===== src/rtl/arb_pkg.sv =====
// Shared definitions for the two-requester memory arbiter: FSM encoding,
// requester IDs and default port widths.
package arb_pkg;

  localparam int DEF_ADDR_W = 28;
  localparam int DEF_DATA_W = 128;

  // Requester IDs double as the bit index into the arbitration mask.
  localparam logic REQ_I = 1'b0;
  localparam logic REQ_D = 1'b1;

  typedef enum logic [1:0] {
    IDLE = 2'd0,
    BUSY = 2'd1,
    DONE = 2'd2
  } state_t;

endpackage


===== src/rtl/arb_pick.sv =====
// Combinational winner selection between the I and D requesters.
// ARB_RR_EN selects round robin on ties; otherwise the data side wins ties.
module arb_pick
  import arb_pkg::*;
(
  input  logic       i_req,
  input  logic       d_req,
  input  logic [1:0] mask,
  input  logic       last_grant,
  output logic       valid,
  output logic       winner
);

  logic i_ok, d_ok;

  assign i_ok  = i_req & ~mask[REQ_I];
  assign d_ok  = d_req & ~mask[REQ_D];
  assign valid = i_ok | d_ok;

`ifdef ARB_RR_EN
  always_comb begin
    winner = REQ_D;
    if (i_ok && d_ok) winner = ~last_grant;
    else if (i_ok)    winner = REQ_I;
  end
`else
  // last_grant is kept for interface symmetry; fixed priority ignores it.
  logic unused_last_grant;
  assign unused_last_grant = last_grant;

  always_comb begin
    winner = REQ_D;
    if (i_ok && !d_ok) winner = REQ_I;
  end
`endif

endmodule


===== src/rtl/mem_arbiter.sv =====
// Shares one line memory port between the I- and D-cache wrappers; the memory
// request is registered and ready/rdata route back to the granted side only.
// Optional macro ARB_RR_EN enables round-robin tie breaking.
module mem_arbiter
  import arb_pkg::*;
#(
  parameter int ADDR_W = DEF_ADDR_W,
  parameter int DATA_W = DEF_DATA_W
) (
  input  logic              clk,
  input  logic              proc_reset,
  input  logic              i_mem_read,
  input  logic              i_mem_write,
  input  logic [ADDR_W-1:0] i_mem_addr,
  input  logic [DATA_W-1:0] i_mem_wdata,
  output logic [DATA_W-1:0] i_mem_rdata,
  output logic              i_mem_ready,
  input  logic              d_mem_read,
  input  logic              d_mem_write,
  input  logic [ADDR_W-1:0] d_mem_addr,
  input  logic [DATA_W-1:0] d_mem_wdata,
  output logic [DATA_W-1:0] d_mem_rdata,
  output logic              d_mem_ready,
  output logic              mem_read,
  output logic              mem_write,
  output logic [ADDR_W-1:0] mem_addr,
  output logic [DATA_W-1:0] mem_wdata,
  input  logic [DATA_W-1:0] mem_rdata,
  input  logic              mem_ready
);

  state_t            state, state_nxt;
  logic              grant, last_grant;
  logic [DATA_W-1:0] hold_i, hold_d;

  logic              i_req, d_req, pick_valid, winner, load, done_busy;
  logic [1:0]        mask;
  logic              sel_rd, sel_wr;
  logic [ADDR_W-1:0] sel_addr;
  logic [DATA_W-1:0] sel_wdata;

  assign i_req = i_mem_read | i_mem_write;
  assign d_req = d_mem_read | d_mem_write;

  // The requester just served is dropping or changing its request in DONE.
  assign mask = (state == DONE) ? (2'b01 << grant) : 2'b00;

  arb_pick u_pick (
    .i_req      (i_req),
    .d_req      (d_req),
    .mask       (mask),
    .last_grant (last_grant),
    .valid      (pick_valid),
    .winner     (winner)
  );

  assign sel_rd    = (winner == REQ_D) ? d_mem_read  : i_mem_read;
  assign sel_wr    = (winner == REQ_D) ? d_mem_write : i_mem_write;
  assign sel_addr  = (winner == REQ_D) ? d_mem_addr  : i_mem_addr;
  assign sel_wdata = (winner == REQ_D) ? d_mem_wdata : i_mem_wdata;

  assign load      = pick_valid & ((state == IDLE) | (state == DONE));
  assign done_busy = (state == BUSY) & mem_ready;

  always_comb begin
    state_nxt = state;
    case (state)
      IDLE:    if (pick_valid) state_nxt = BUSY;
      BUSY:    if (mem_ready)  state_nxt = DONE;
      DONE:    state_nxt = pick_valid ? BUSY : IDLE;
      default: state_nxt = IDLE;
    endcase
  end

  assign i_mem_ready = done_busy & (grant == REQ_I);
  assign d_mem_ready = done_busy & (grant == REQ_D);
  assign i_mem_rdata = i_mem_ready ? mem_rdata : hold_i;
  assign d_mem_rdata = d_mem_ready ? mem_rdata : hold_d;

  always_ff @(posedge clk) begin
    if (proc_reset) begin
      state      <= IDLE;
      grant      <= REQ_D;
      last_grant <= REQ_D;
      mem_read   <= 1'b0;
      mem_write  <= 1'b0;
      mem_addr   <= '0;
      mem_wdata  <= '0;
      hold_i     <= '0;
      hold_d     <= '0;
    end else begin
      state <= state_nxt;
      if (load) begin
        grant      <= winner;
        last_grant <= winner;
        // Read and write together is illegal; the read wins.
        mem_read   <= sel_rd;
        mem_write  <= sel_wr & ~sel_rd;
        mem_addr   <= sel_addr;
        mem_wdata  <= sel_wdata;
      end else if (done_busy) begin
        mem_read  <= 1'b0;
        mem_write <= 1'b0;
      end
      if (i_mem_ready) hold_i <= mem_rdata;
      if (d_mem_ready) hold_d <= mem_rdata;
    end
  end

endmodule

===== config.mk =====
export PLATFORM = sky130hd
export DESIGN_NAME = mem_arbiter
export DESIGN_NICKNAME = d
export VERILOG_FILES = /design/src/rtl/arb_pkg.sv /design/src/rtl/arb_pick.sv /design/src/rtl/mem_arbiter.sv
export SDC_FILE = /design/constraint.sdc
export NUM_CORES = 1
export LEC_CHECK = 0
export ABC_AREA = 1
export BUFFER_PORTS_ARGS = -buffer_cell sky130_fd_sc_hd__buf_4
export CAP_MARGIN = 30
export CORE_AREA = 2 2 335 337
export CTS_CLUSTER_DIAMETER = 50
export DETAILED_ROUTE_END_ITERATION = 16
export DIE_AREA = 0 0 337 339
export PLACE_DENSITY = 0.36
export SLEW_MARGIN = 20
export SYNTH_ARGS = -nofsm -noshare
export SYNTH_HDL_FRONTEND = slang
export SYNTH_SLANG_ARGS = --single-unit

===== constraint.sdc =====
create_clock -name clk -period 2.53 [get_ports clk]
set_clock_uncertainty 0.2 [all_clocks]
set_input_delay 0.506 -clock clk [delete_from_list [all_inputs] [get_ports clk]]
set_output_delay 0.506 -clock clk [all_outputs]
set_load 0.03 [all_outputs]

Word-level counts from Yosys, hierarchy flattened
Cells that the tools add are included.

word-level totals
  output and inout bits = 416
  latch bits = 0
  memories = 0
  bits in writable memories = 0
  register bits = 417
  ROM bits = 0
  word-level logic and storage cells = 48

cells by class
  $lt $le $gt $ge = 0
  add/sub/neg operators = 0
  divide/modulo/power cells = 0
  shift-type cells = 1
  equal/unequal tests = 4
  reduce and logical (&&, ||, !) cells = 5
  bitwise logic cells = 15
  $mul = 0
  muxes and demuxes = 15

operator list
  kind                 count
  $mux 128             3
  $mux 28              1
  $and 1x1->1          7
  $mux 1               7
  $mux 2               3
  $pmux 2 s3           1
  $ne 2x2->1 const B   2
  $not 1->1            4
  $or 1x1->1           4
  $eq 2x1->1 const B   1
  $eq 2x2->1 const B   1
  $logic_not 2->1      1
  $reduce_and 2->1     1
  $reduce_bool 2->1    1
  $shl 1x1->2 const A  1
  $logic_and 1x1->1    1
  $logic_not 1->1      1

Longest topological paths before layout
  depth after elaboration = 10
  mapped depth = 10
  mapped depth without buffers = 9

By module
Synthesis repeated with hierarchy kept, for this count alone.

unflattened totals
  cell total of the unflattened synthesis = 2923
  area total of the unflattened synthesis = 18511.5 µm²

modules (own cells, without submodules)
  module       cells an instance  times used  sequential area each (µm²)  area each (µm²)
  mem_arbiter  2915               1           8348.0                      18479.0
  arb_pick     8                  1           0.0                         32.5

Worst setup path after synthesis
OpenSTA, ideal clock, no wires.

  path type = input-to-output
  start = in mem_ready
  end = out d_mem_rdata[117]
  buffers on the path = 2
  data required time = 1824 ps
  arrival time = 1729 ps
  slack = 95 ps
  stages = 8
  path through = nand3_2 > nor2_4 > inv_2 > buf_2 > buf_2 > nand2_1 > inv_1 > a21oi_1

between the ends
  longest elaborated chain between the ends = 3

ends and longest elaborated chain
  element      line               RTL
  from (decl)  mem_arbiter.sv:29  input logic mem_ready
  $and 1x1->1  mem_arbiter.sv:63  assign done_busy = (state == BUSY) & mem_ready;
  $and 1x1->1  mem_arbiter.sv:76  assign d_mem_ready = done_busy & (grant == REQ_D);
  $mux 128     -
  to (decl)    mem_arbiter.sv:22  output logic [DATA_W-1:0] d_mem_rdata,

Every way passes these cells.

Worst setup path in the final report
  start = reg state[1]
  end = out d_mem_rdata[124]

between the ends
  longest elaborated chain between the ends = 4

ends and longest elaborated chain
  element                 line               RTL
  from (decl)             mem_arbiter.sv:32  state_t state, state_nxt;
  from (signal assigned)  mem_arbiter.sv:92  state <= state_nxt;
  $eq 2x1->1              mem_arbiter.sv:63
  $and 1x1->1             mem_arbiter.sv:63
  $and 1x1->1             mem_arbiter.sv:76
  $mux 128                -

Every way passes these cells.

==> out/results.md <==
| Result | This run |
| --- | --- |
| Width of the chip | 337 µm |
| Result of the run | complete, but fails checks |
| Terminating pin of the worst hold path | mem_wdata[60]$_SDFFE_PP0P_ |
| Transition time at the pin with the least slew margin | 0.6663 ns |
| Most instantiated library cell after synthesis | nand2_1 |
| Top post-synthesis cells by area | dfxtp_1 44%, nand2_1 15%, inv_1 12% |
| Top cell type's share of synthesized area | 44.28% |
| Multiplexer share of the synthesized area | 0% |
| Worst setup SP type | flop |
| Post-Syn Nets | 3226 |
| Average cell area after synthesis | 6.785 µm² |
| Fin worst setup slack | -0.3062 ns |
| Clock insertion delay at the later pin of the skew report | 0.62 ns |
| Maximum number of pins on one net before global-route repair | 108 |
| Gr usage total | 16.58% |
| Final setup violation count | 258 |
| Worst IR drop on VDD | 0.0004741 V |
| Compound-gate portion of the synthesized area | 22.74% |
| Buffers on Ports | 862 |
| Hold path start | d_mem_wdata[60] |
| Critical-path top delay cell | dfxtp_2 |
| Overall via count from detail_route | 22.77k |
| Start of the worst register-to-register path | grant$_SDFFE_PP1P_ |
| Unrepaired setup endpoints after global routing | true |
| Worst-path cell chain | inv_2 > nand3_4 > nor2_4 > buf_12 > buf_12 > buf_16 > buf_16 > a21oi_1 > buf_4 |
| Int Pwr | 17.96 mW |
| Area share of and/or/nand/nor cells after synthesis | 16.70% |
| Sequential group share of total power | 27.7% |
| Fill cell total of the finished layout | 11.85k |
| CTS H-tree lvls | 3 |
| Gp weighted congestion | 0.8122 |
| Max-capacitance violation count | 0 |
| Power per cell area | 684.1 nW/µm² |
| Commonest cells post-synth | 756 x nand2_1, 587 x inv_1, 417 x dfxtp_1, 373 x a21oi_1, 208 x o21ai_1 |
| Std cell rows | 122 |
| Netlist Area Pre-Place | 18850 µm² |
| Reg-to-reg critical path endpoint | mem_wdata[76]$_SDFFE_PP0P_ |
| Wirelength, routed | 100.6 mm |
| Required time of the worst setup path | 1.82 ns |
| Net switching power figure | 8.455 mW |
| Highest achievable clock rate | 352.6 MHz |
| Sum of net half-perimeters after detailed placement | 70.82 mm |
| Die Span Y | 339 µm |
| Number of clock sinks seen by CTS | 417 |
| Arrival @ worst endpoint | 2.13 ns |
| DRC violation count after routing | 0 |
| Post-synth EDFFs | 0 |
| Net total in the final layout | 4740 |
| Vias in the first global route | 22.71k |
| Number of stages on the worst hold path | 5 |
| Violated checks | setup timing |
| Initial standard-cell utilization of the core | 17.08% |
| Syn-to-layout area delta | 104.8% |
| Fin crit period | 2.836 ns |
| Switching portion of total power | 32.01% |
| Count of routing violations after the opening detailed-route iteration | 802 |
| Ratio of routed vias to standard cells | 3.892 |
| Yosys reg bits | 417 |
| Class of the tightest hold or removal check | in2reg |
| Asr flop ratio synth | 0% |
| Fraction of power consumed by combinational cells | 27.9% |
| Clock Power Share | 44.3% |
| Floorplan Core Area | 110400 µm² |
| Adder-Cell Fraction of Synth Area | 0% |
| Yosys Warn Count | 0 |
| Bufs on Longest Clock Path | 3 |
| Hold Worst Slack | 0.04734 ns |
| Final core occ | 34.99% |
| Accumulated negative setup slack | -57.79 ns |
| Residual antenna-violating net count after detailed routing | 0 |
| Leakage | 19.40 nW |
| Number of antenna violations at the first check in global routing | 1 |
| Count of distinct cell types in the synthesized netlist | 25 |
| Slew margin rel. | 55.58% |
| Grt ovf | 0 |
| XOR/XNOR Fraction of Synth Area | 0% |
| Combinational family with the most area after synthesis | compound AO/OA/AOI/OAI gates |
| Internal reg-to-reg setup slack | 0.10 ns |
| Ys flop type | dfxtp_1 |
| First-pass GRT wire length | 142.9 mm |
| Maximum cell stage delay along the critical path | 0.33 ns |
| Crit path kind | reg2out |
| First drt pass iteration count | 4 |
| Gate count after technology mapping | 2779 |
| Total power | 26.42 mW |
| Final period util | 112.1% |
| Endpoint class of the critical path | output pin |
| Depth of the worst register-to-register path | 11 |
| Maximum fanout along the worst path | 17 |
| Number of slew-limit violations in the final report | 0 |
| Share of synthesized area occupied by flip-flops and latches | 44.28% |
| Clock buffer count from CTS | 86 |
| Most area-hungry cell type in the Yosys netlist | dfxtp_1 |
| Ratio of cells with drive above 1 in the final layout | 36.53% |
| Number of top-level design ports | 863 |
| Clock-pin slew on the worst setup and hold paths | 0.05 ns |
| Clock tree from TritonCTS | done |
| Wirelength per Cell | 17.19 µm |
| Die Outline Area | 114200 µm² |
| CTS Root Cell | clkbuf_16 |
| Total count of hold-check failures in the final report | 0 |
## routing by layer
layer  vias to the layer above  global-route usage (%)  part of all wire [%]
li1                      11770                       -                     -
met1                     10160                   19.61                    42
met2                       686                   27.83                    47
met3                       160                   4.965                   6.8
met4                         0                   6.622                   3.8
met5                         -                       0                     0
## layout by cell type, fill, tap and decap left out, types with 5 or more instances in the layout
cell type      Yosys  final
a211oi_1         111    111
clkbuf_1          58      8
a21oi_1          373    278
clkinv_2           0     12
dlygate4sd3_1      0    381
clkbuf_8           0     12
nand2_1          756    670
inv_1            587    582
inv_2              5      6
clkbuf_16          0    102
a21oi_2            0     70
a211oi_2          17     17
nand2_2            1     72
inv_6              0      5
a21oi_4            0     25
bufinv_16          0      8
o21ai_1          208    208
nand2_4            0     14
o21ai_0           65     65
nand3_1           45     45
dfxtp_1          417    415
buf_4              2    991
buf_16             0     24
clkinv_4           0     13
clkinvlp_4         0      6
buf_12             0     34
buf_6              1    156
buf_8              0      6
## worst max-delay path, delay by kind of cell, from the launching register on
family,cells,cell delay (ns)
compound gates,1,0.17
buf+inv,6,0.81
flops,1,0.33
simple gates,2,0.17
## registers in the layout, summed over array words and instances, names as in the netlist
register   flops
mem_addr      28
mem_write      1
hold_d       128
mem_wdata    128
grant          1
state          2
mem_read       1
hold_i       128
## kinds of logic (layout without fill, tap and decap cells)
kind of cell,count (synthesis),count (layout)
buffers and inverters,775,2357
DFF,417,417
AOI/OAI and AO/OA,775,775
and+or+nand+nor,812,812
other,0,2
## power groups by stage
| stage | logic (mW) | registers [mW] | clock network [mW] |
|---|---|---|---|
| after floorplan | 2.54 | 8.04 | 0 |
| after CTS | 7.14 | 7.32 | 12.1 |
| after detailed placement | 6.14 | 7.44 | 0 |
| after global placement | 6.15 | 7.44 | 0 |
| after global routing | 7.92 | 7.38 | 12.3 |
| final | 7.38 | 7.33 | 11.7 |
## per-stage QoR
| step | cell area [µm²] | std cells | setup WS [ns] |
|---|---|---|---|
| floorplan | 18850 | 2779 | 0.09452 |
| finish | 38610 | 5851 | -0.3062 |
| global placement | 29170 | 5257 | -0.2313 |
| CTS | 37170 | 5822 | -0.3902 |
| detailed placement | 29170 | 5257 | -0.2089 |
| global route | 38610 | 5850 | -0.4242 |
## worst max-delay path by stage
stage	to	start	slack (ns)
global placement	d_mem_rdata[70]	mem_ready	-0.23
CTS	d_mem_rdata[69]	state[1]$_SDFFE_PP0P_	-0.39
floorplan	d_mem_rdata[117]	mem_ready	0.09
detailed placement	d_mem_rdata[70]	mem_ready	-0.21
finish	d_mem_rdata[124]	state[1]$_SDFFE_PP0P_	-0.31
global route	d_mem_rdata[67]	state[1]$_SDFFE_PP0P_	-0.42
## timing repair
item                                    CTS  global route
hold buffers                            381             0
hold endpoints to repair                361             0
setup buffers                            13             9
endpoints found under the setup margin  258           269
pin swaps                                15            43
resized for setup                       175           269
gates cloned                             15            18
## layout make-up
type	count	area, µm²	area share, %
repair inverters	1	6.256	0.01620
clock inverters	47	546.8	1.416
flip-flops and latches	417	8351	21.63
multi-input cells	1587	8298	21.49
well taps	1488	1862	4.822
repair buffers	1608	14860	38.50
clock buffers	109	2422	6.274
diodes	2	5.005	0.01296
inverters	592	2256	5.843
Power figures use the tool's default switching activity.
